--- src/rtl/counter_pkg.sv ---
`default_nettype none
// ============================================================================
// Module      : counter_pkg
// Description : Shared types and default sizing for the up/down counter bank.
// Revision    : 1.0 - initial release
// ============================================================================
package counter_pkg;

  localparam int DEF_WIDTH = 8;
  localparam int DEF_NCH   = 4;

  typedef enum logic {
    CNT_DOWN = 1'b0,
    CNT_UP   = 1'b1
  } cnt_dir_e;

  typedef enum logic {
    CNT_WRAP = 1'b0,
    CNT_SAT  = 1'b1
  } cnt_mode_e;

endpackage : counter_pkg
`default_nettype wire

--- src/rtl/updown_counter_bank_if.sv ---
`default_nettype none
// ============================================================================
// Module      : updown_counter_bank_if
// Description : Control/status bundle of the counter bank; slave = the bank.
// Revision    : 1.0 - initial release
// ============================================================================
interface updown_counter_bank_if
  import counter_pkg::*;
#(
  parameter int WIDTH = DEF_WIDTH,
  parameter int NCH   = DEF_NCH
);

  logic [NCH-1:0]       count_en;
  logic [NCH-1:0]       up_down;
  logic [NCH-1:0]       load;
  logic [NCH*WIDTH-1:0] in_val;
  logic [NCH*WIDTH-1:0] limit;
  logic [NCH-1:0]       sat_mode;
  logic [NCH*WIDTH-1:0] out_val;
  logic [NCH-1:0]       carry_out;
  logic [NCH-1:0]       at_zero;

  modport master (
    output count_en, up_down, load, in_val, limit, sat_mode,
    input  out_val, carry_out, at_zero
  );

  modport slave (
    input  count_en, up_down, load, in_val, limit, sat_mode,
    output out_val, carry_out, at_zero
  );

endinterface : updown_counter_bank_if
`default_nettype wire

--- src/rtl/counter_channel.sv ---
`default_nettype none
// ============================================================================
// Module      : counter_channel
// Description : One up/down counter with load, runtime limit, wrap/saturate
//               and a registered boundary pulse.
// Revision    : 1.0 - initial release
// ============================================================================
module counter_channel
  import counter_pkg::*;
#(
  parameter int WIDTH = DEF_WIDTH
) (
  input  logic             clk,
  input  logic             rst_n,
  input  logic             en,
  input  logic             up,
  input  logic             load,
  input  logic             sat,
  input  logic [WIDTH-1:0] in_val,
  input  logic [WIDTH-1:0] limit,
  output logic [WIDTH-1:0] cnt,
  output logic             carry,
  output logic             step_bnd
);

  cnt_dir_e         dir;
  cnt_mode_e        mode;
  logic             at_bnd;
  logic [WIDTH-1:0] cnt_d, cnt_q;
  logic             carry_d, carry_q;

  assign dir  = cnt_dir_e'(up);
  assign mode = cnt_mode_e'(sat);

  always_comb begin
    // >= so a limit lowered beneath the count still registers as the boundary
    at_bnd   = (dir == CNT_UP) ? (cnt_q >= limit) : (cnt_q == '0);
    step_bnd = en & ~load & at_bnd;
    carry_d  = step_bnd;
    cnt_d    = cnt_q;
    if (load) begin
      cnt_d = (in_val > limit) ? limit : in_val;
    end else if (en) begin
      if (at_bnd) begin
        if (mode == CNT_SAT) cnt_d = (dir == CNT_UP) ? limit : '0;
        else                 cnt_d = (dir == CNT_UP) ? '0 : limit;
      end else begin
        cnt_d = (dir == CNT_UP) ? cnt_q + WIDTH'(1) : cnt_q - WIDTH'(1);
      end
    end
  end

  always_ff @(posedge clk or negedge rst_n) begin
    if (!rst_n) cnt_q <= '0;
    else        cnt_q <= cnt_d;
  end

  always_ff @(posedge clk or negedge rst_n) begin
    if (!rst_n) carry_q <= 1'b0;
    else        carry_q <= carry_d;
  end

  assign cnt   = cnt_q;
  assign carry = carry_q;

endmodule : counter_channel
`default_nettype wire

--- src/rtl/updown_counter_bank.sv ---
`default_nettype none
// ============================================================================
// Module      : updown_counter_bank
// Description : NCH independent up/down counters. Define
//               COUNTER_BANK_CASCADE_EN to chain channels into one wide counter.
// Revision    : 1.0 - initial release
// ============================================================================
module updown_counter_bank
  import counter_pkg::*;
#(
  parameter int WIDTH = DEF_WIDTH,
  parameter int NCH   = DEF_NCH
) (
  input  logic                  clk,
  input  logic                  rst_n,
  updown_counter_bank_if.slave  bus
);

  logic [NCH-1:0]       eff_en;
  logic [NCH-1:0]       step_bnd;
  logic [NCH-1:0]       carry_w;
  logic [NCH*WIDTH-1:0] cnt_w;

  for (genvar i = 0; i < NCH; i++) begin : g_ch
`ifdef COUNTER_BANK_CASCADE_EN
    // Ripple enable: a channel only advances when its lower neighbour steps over
    if (i == 0) begin : g_first
      assign eff_en[i] = bus.count_en[i];
    end else begin : g_chain
      assign eff_en[i] = bus.count_en[i] & step_bnd[i-1];
    end
`else
    assign eff_en[i] = bus.count_en[i];
`endif

    counter_channel #(.WIDTH(WIDTH)) u_chan (
      .clk      (clk),
      .rst_n    (rst_n),
      .en       (eff_en[i]),
      .up       (bus.up_down[i]),
      .load     (bus.load[i]),
      .sat      (bus.sat_mode[i]),
      .in_val   (bus.in_val[i*WIDTH +: WIDTH]),
      .limit    (bus.limit[i*WIDTH +: WIDTH]),
      .cnt      (cnt_w[i*WIDTH +: WIDTH]),
      .carry    (carry_w[i]),
      .step_bnd (step_bnd[i])
    );

    assign bus.at_zero[i] = (cnt_w[i*WIDTH +: WIDTH] == '0);
  end

  assign bus.out_val   = cnt_w;
  assign bus.carry_out = carry_w;

endmodule : updown_counter_bank
`default_nettype wire
--- src/flat_wrapper.sv ---
// flat-port wrapper written by rule: the top's interface ports become plain ports
module updown_counter_bank_flat import counter_pkg::*;
#(
  parameter int WIDTH = DEF_WIDTH,
  parameter int NCH   = DEF_NCH
)
  (clk, rst_n, bus_count_en, bus_up_down, bus_load, bus_in_val, bus_limit, bus_sat_mode, bus_out_val, bus_carry_out, bus_at_zero);
  updown_counter_bank_if #(.WIDTH(WIDTH), .NCH(NCH)) bus_i ();
  input  logic clk;
  input  logic rst_n;
  input wire logic [$bits(bus_i.count_en)-1:0] bus_count_en;
  input wire logic [$bits(bus_i.up_down)-1:0] bus_up_down;
  input wire logic [$bits(bus_i.load)-1:0] bus_load;
  input wire logic [$bits(bus_i.in_val)-1:0] bus_in_val;
  input wire logic [$bits(bus_i.limit)-1:0] bus_limit;
  input wire logic [$bits(bus_i.sat_mode)-1:0] bus_sat_mode;
  output wire logic [$bits(bus_i.out_val)-1:0] bus_out_val;
  output wire logic [$bits(bus_i.carry_out)-1:0] bus_carry_out;
  output wire logic [$bits(bus_i.at_zero)-1:0] bus_at_zero;
  assign bus_i.count_en = bus_count_en;
  assign bus_i.up_down = bus_up_down;
  assign bus_i.load = bus_load;
  assign bus_i.in_val = bus_in_val;
  assign bus_i.limit = bus_limit;
  assign bus_i.sat_mode = bus_sat_mode;
  assign bus_out_val = bus_i.out_val;
  assign bus_carry_out = bus_i.carry_out;
  assign bus_at_zero = bus_i.at_zero;
  updown_counter_bank #(.WIDTH(WIDTH), .NCH(NCH)) u_core (.clk(clk), .rst_n(rst_n), .bus(bus_i));
endmodule
--- config.mk ---
export PLATFORM = sky130hd
export DESIGN_NAME = updown_counter_bank_flat
export DESIGN_NICKNAME = d
export VERILOG_FILES = /design/src/rtl/counter_pkg.sv /design/src/rtl/updown_counter_bank_if.sv /design/src/rtl/counter_channel.sv /design/src/rtl/updown_counter_bank.sv /design/src/flat_wrapper.sv
export SDC_FILE = /design/constraint.sdc
export NUM_CORES = 1
export LEC_CHECK = 0
export CAP_MARGIN = 0
export CORE_ASPECT_RATIO = 1.2
export CORE_MARGIN = 2
export CORE_UTILIZATION = 55
export DETAILED_ROUTE_END_ITERATION = 12
export GPL_TIMING_DRIVEN = 0
export MAX_ROUTING_LAYER = met4
export PLACE_DENSITY = 0.89
export SLEW_MARGIN = 20
export SYNTH_ARGS = -nofsm -noshare
export SYNTH_HDL_FRONTEND = slang
export SYNTH_SLANG_ARGS = --single-unit
--- constraint.sdc ---
create_clock -name clk -period 5.9 [get_ports clk]
set_input_delay 1.18 -clock clk [delete_from_list [all_inputs] [get_ports clk]]
set_output_delay 1.18 -clock clk [all_outputs]
set_load 0.05 [all_outputs]
==> impl_results.md <==
* Pint at 0.0008046 W
* Fin crit share at 64.65%
* Power Dens Cells at roughly 240 nW/um^2
* Top Usage Layer GRT: met2
* # setup viols final at 0
* Mean Syn Cell Area at 8.579 sq um
* Slowest library cell on the worst path: clkdlybuf4s50_1
* Crit path kind: in2reg
* Synth Instances at 578
* DR DRC count at 0
* Top-Level Pins at 122
* Initial Util at between 50% and 60%
* # port buffers at around 110
* Commonest non-fill, non-tap cell in the layout: clkdlybuf4s50_1
* Crit path time final at 3815 ps
* Row count at 37
* Ant diodes at 0
* Combinational share of power at 63.6%
* Critical Path RT at about 6100 ps
* Post-CTS sizing at 0
* Worst EP arrival at 3980 ps
* Die Wd at 90.68 um
* Sw frac at 46.62%
* Vias at between 4000 and 5000
* Final hold violations at 0
* Number of global-route vias before repair at about 5100
* Yosys warnings at 0
* CTS root buf: clkbuf_8
* Worst Tran Pin Value at just under 800 ps
* Routed Antenna Nets at 0
* Avg Vias per Cell at 5.947
* Register area share after synthesis at 18.17%
* Hold Crit Class: reg2reg
* Final Power at between 0.0015 and 0.002 W
* Setup repair bufs after CTS at 0
* Met1 usage at approximately a third
* Clk sinks at 36
* Max Clock Freq at between 0.2 and 0.3 GHz
* Main synth FF type: dfrtp_1
* Setup crit start kind: input port
* Total CTS buffers at 5
* Die footprint at a little under 10000 sq um
* Core area at 8657 sq um
* Starting DRT DRC Count at 262
* Worst vdd ir at 0.1458 mV
* Largest buffer count on any clock path at 2
* Setup TNS at 0 ps
* H-tree lvl count at 2
* Unrepaired setup endpoints after global routing: false
* GRT Resource Usage Total at 29.19%
* Post-synth EDFFs at 0
* Overall routed net length at 13460 um
* Layout filler cell count at 662
* Dpl hpwl at 11290 um
* Reg power frac at 24.6%
* Seq cells post-synth at 36
* Finished Layout Cells at just over 800
* Crit path largest cell delay at 590 ps
* Clock power share at between 10% and 20%
* CP Capture Type: flip-flop
* Die Y at 108.0 um
* Clock slew at reported path FFs at 80 ps
* Async SR Flop Fraction at 100.0%
* Area Overhead vs Synth at 27.98%
* Placed cells at about 800
* Max-Cap Viols at 0
* Crit-path cells: clkdlybuf4s50_1, inv_1, ha_1, a21o_1, a41oi_1, o21ai_1, o31ai_4, mux2i_1, nor3_1, or4_1
* Syn Std Cell Area at 4959 sq um
* GRT Residual Overflow at 0
* Grt met3 use at under 10%
* RePlAce Congestion at around 0.95
* Global-route wire length before repair at between 20000 and 25000 um
* Most frequent cells in the layout: 113 x clkdlybuf4s50_1, 88 x ha_1, 53 x a21oi_1
* Initial antenna violation count at 0
* Ranking of synthesized cells by area: ha_1 22%, dfrtp_1 18%, mux2_2 7.7%, a21oi_1 5.3%, inv_1 3.7%
* Worst Skew at between 5 and 6 ps
* Syn nets at 752
* Slew Viols, Final at 0
* Wire per inst at 16.45 um
* Pleak at 2.878 nW
* NetSw at roughly 0.0007 W
* Relative slew slack at 47.41%
* Cell accounting for the most synthesized area: ha_1
* Top-area cell type share of the netlist area at 22.21%
* Pin count of the biggest net entering global routing at 30
* Share of cells above drive strength 1 at 8.417%
* Crit path max fanout at 9
* Hold-fix buffers at CTS at 0
* DR pass1 iterations at 5
* Layout Nets at 874
* Worst skew pair latency at about 280 ps
* Outcome: finished clean
* Count of cell types in the netlist at 62
* CTS tree: built
* Met2 global-route usage at 54.85%
* Worst Hold Slack at ~610 ps
## critical path, delay by kind of cell
kind | cells | cell delay (ps)
adders and majority gates | 1 | 320
AOI/OAI and AO/OA | 4 | 860
and+or+nand+nor | 2 | 570
buffers and inverters | 2 | 810
muxes | 1 | 230
## synth_stat cells (4+ instances only)
| master | count |
|---|---|
| xnor2_1 | 14 |
| nor2b_1 | 4 |
| and3_1 | 4 |
| nor3_1 | 11 |
| o2111ai_1 | 5 |
| a21oi_1 | 53 |
| nand4_1 | 7 |
| a21o_1 | 18 |
| o21ai_0 | 26 |
| nand2_1 | 41 |
| and2_1 | 4 |
| clkbuf_1 | 8 |
| a211oi_1 | 4 |
| nor2_1 | 23 |
| nand3_1 | 12 |
| mux2_2 | 34 |
| o211ai_1 | 10 |
| xor2_1 | 14 |
| nor3b_1 | 21 |
| ha_1 | 88 |
| fa_1 | 4 |
| buf_1 | 4 |
| inv_1 | 49 |
| nand2b_1 | 8 |
| mux2i_1 | 10 |
| dfrtp_1 | 36 |
| o21bai_1 | 5 |
| buf_4 | 4 |
| or4_1 | 9 |
## power by group through the flow
stage	logic, W	clock network, W	registers (W)
4_1_cts	0.000957	0.000180	0.000369
3_3_place_gp	0.000910	0	0.000371
2_1_floorplan	0.000522	0	0.000504
3_5_place_dp	0.000951	0	0.000373
6_report	0.000958	0.000178	0.000371
5_1_grt	0.00105	0.000192	0.000381
## cell families (layout without fill, tap and decap cells)
family | count (synthesis) | after routing | synth area share, %
buffers and inverters | 66 | 189 | 5.324
AOI/OAI and AO/OA | 158 | 158 | 21.32
and+or+nand+nor | 154 | 154 | 16.68
adders and majority gates | 92 | 92 | 23.82
muxes | 44 | 44 | 9.740
DFF | 36 | 36 | 18.17
xor gates and xnor gates | 28 | 28 | 4.946
## registers in the layout, indices dropped and copies added, names as in the netlist
register                  cells
u_core.g_ch.u_chan.carry      4
u_core.g_ch.u_chan.cnt       32
## final cells by class
type | count | area, sq um | area share [%]
Timing Repair Buffer | 115 | 1156 | 18.22
Sequential cell | 36 | 900.9 | 14.20
Clock inverter | 1 | 8.758 | 0.1380
Inverter | 49 | 183.9 | 2.898
Tap cell | 117 | 146.4 | 2.307
Clock buffer | 7 | 76.32 | 1.203
Buffer | 17 | 80.08 | 1.262
Multi-Input combinational cell | 476 | 3794 | 59.78
## through the flow
stage	cell area, sq um	setup slack, ps	util, %
2_1_floorplan	4959	2690	-
3_3_place_gp	6246	1905	72.15
3_5_place_dp	6261	1835	72.32
4_1_cts	6346	2146	73.31
5_1_grt	6346	2008	73.31
6_report	6346	2085	73.31
## path summary, 6_finish.rpt
path                                                               start                                        to  slack [ps]  cells after the start
worst max register to register  u_core.g_ch[2].u_chan.cnt[0]$_DFFE_PN0P_  u_core.g_ch[2].u_chan.cnt[6]$_DFFE_PN0P_        3190                      9
min in group asynchronous                                          rst_n  u_core.g_ch[3].u_chan.cnt[3]$_DFFE_PN0P_         750                      1
max in group asynchronous                                          rst_n     u_core.g_ch[0].u_chan.carry$_DFF_PN0_        4710                      2
worst min-delay path            u_core.g_ch[1].u_chan.cnt[3]$_DFFE_PN0P_  u_core.g_ch[1].u_chan.cnt[3]$_DFFE_PN0P_         610                      2
worst min register to register  u_core.g_ch[1].u_chan.cnt[3]$_DFFE_PN0P_  u_core.g_ch[1].u_chan.cnt[3]$_DFFE_PN0P_         610                      2
worst max-delay path                                      bus_up_down[1]  u_core.g_ch[1].u_chan.cnt[7]$_DFFE_PN0P_        2090                     10
## layer usage
layer | vias up | wire [um]
li1 | 2400 | -
met1 | 2272 | 5439
met2 | 162 | 7195
met3 | 31 | 499
met4 | 0 | 323
met5 | - | 0
Note: power is estimated with default switching activity, not from simulation.
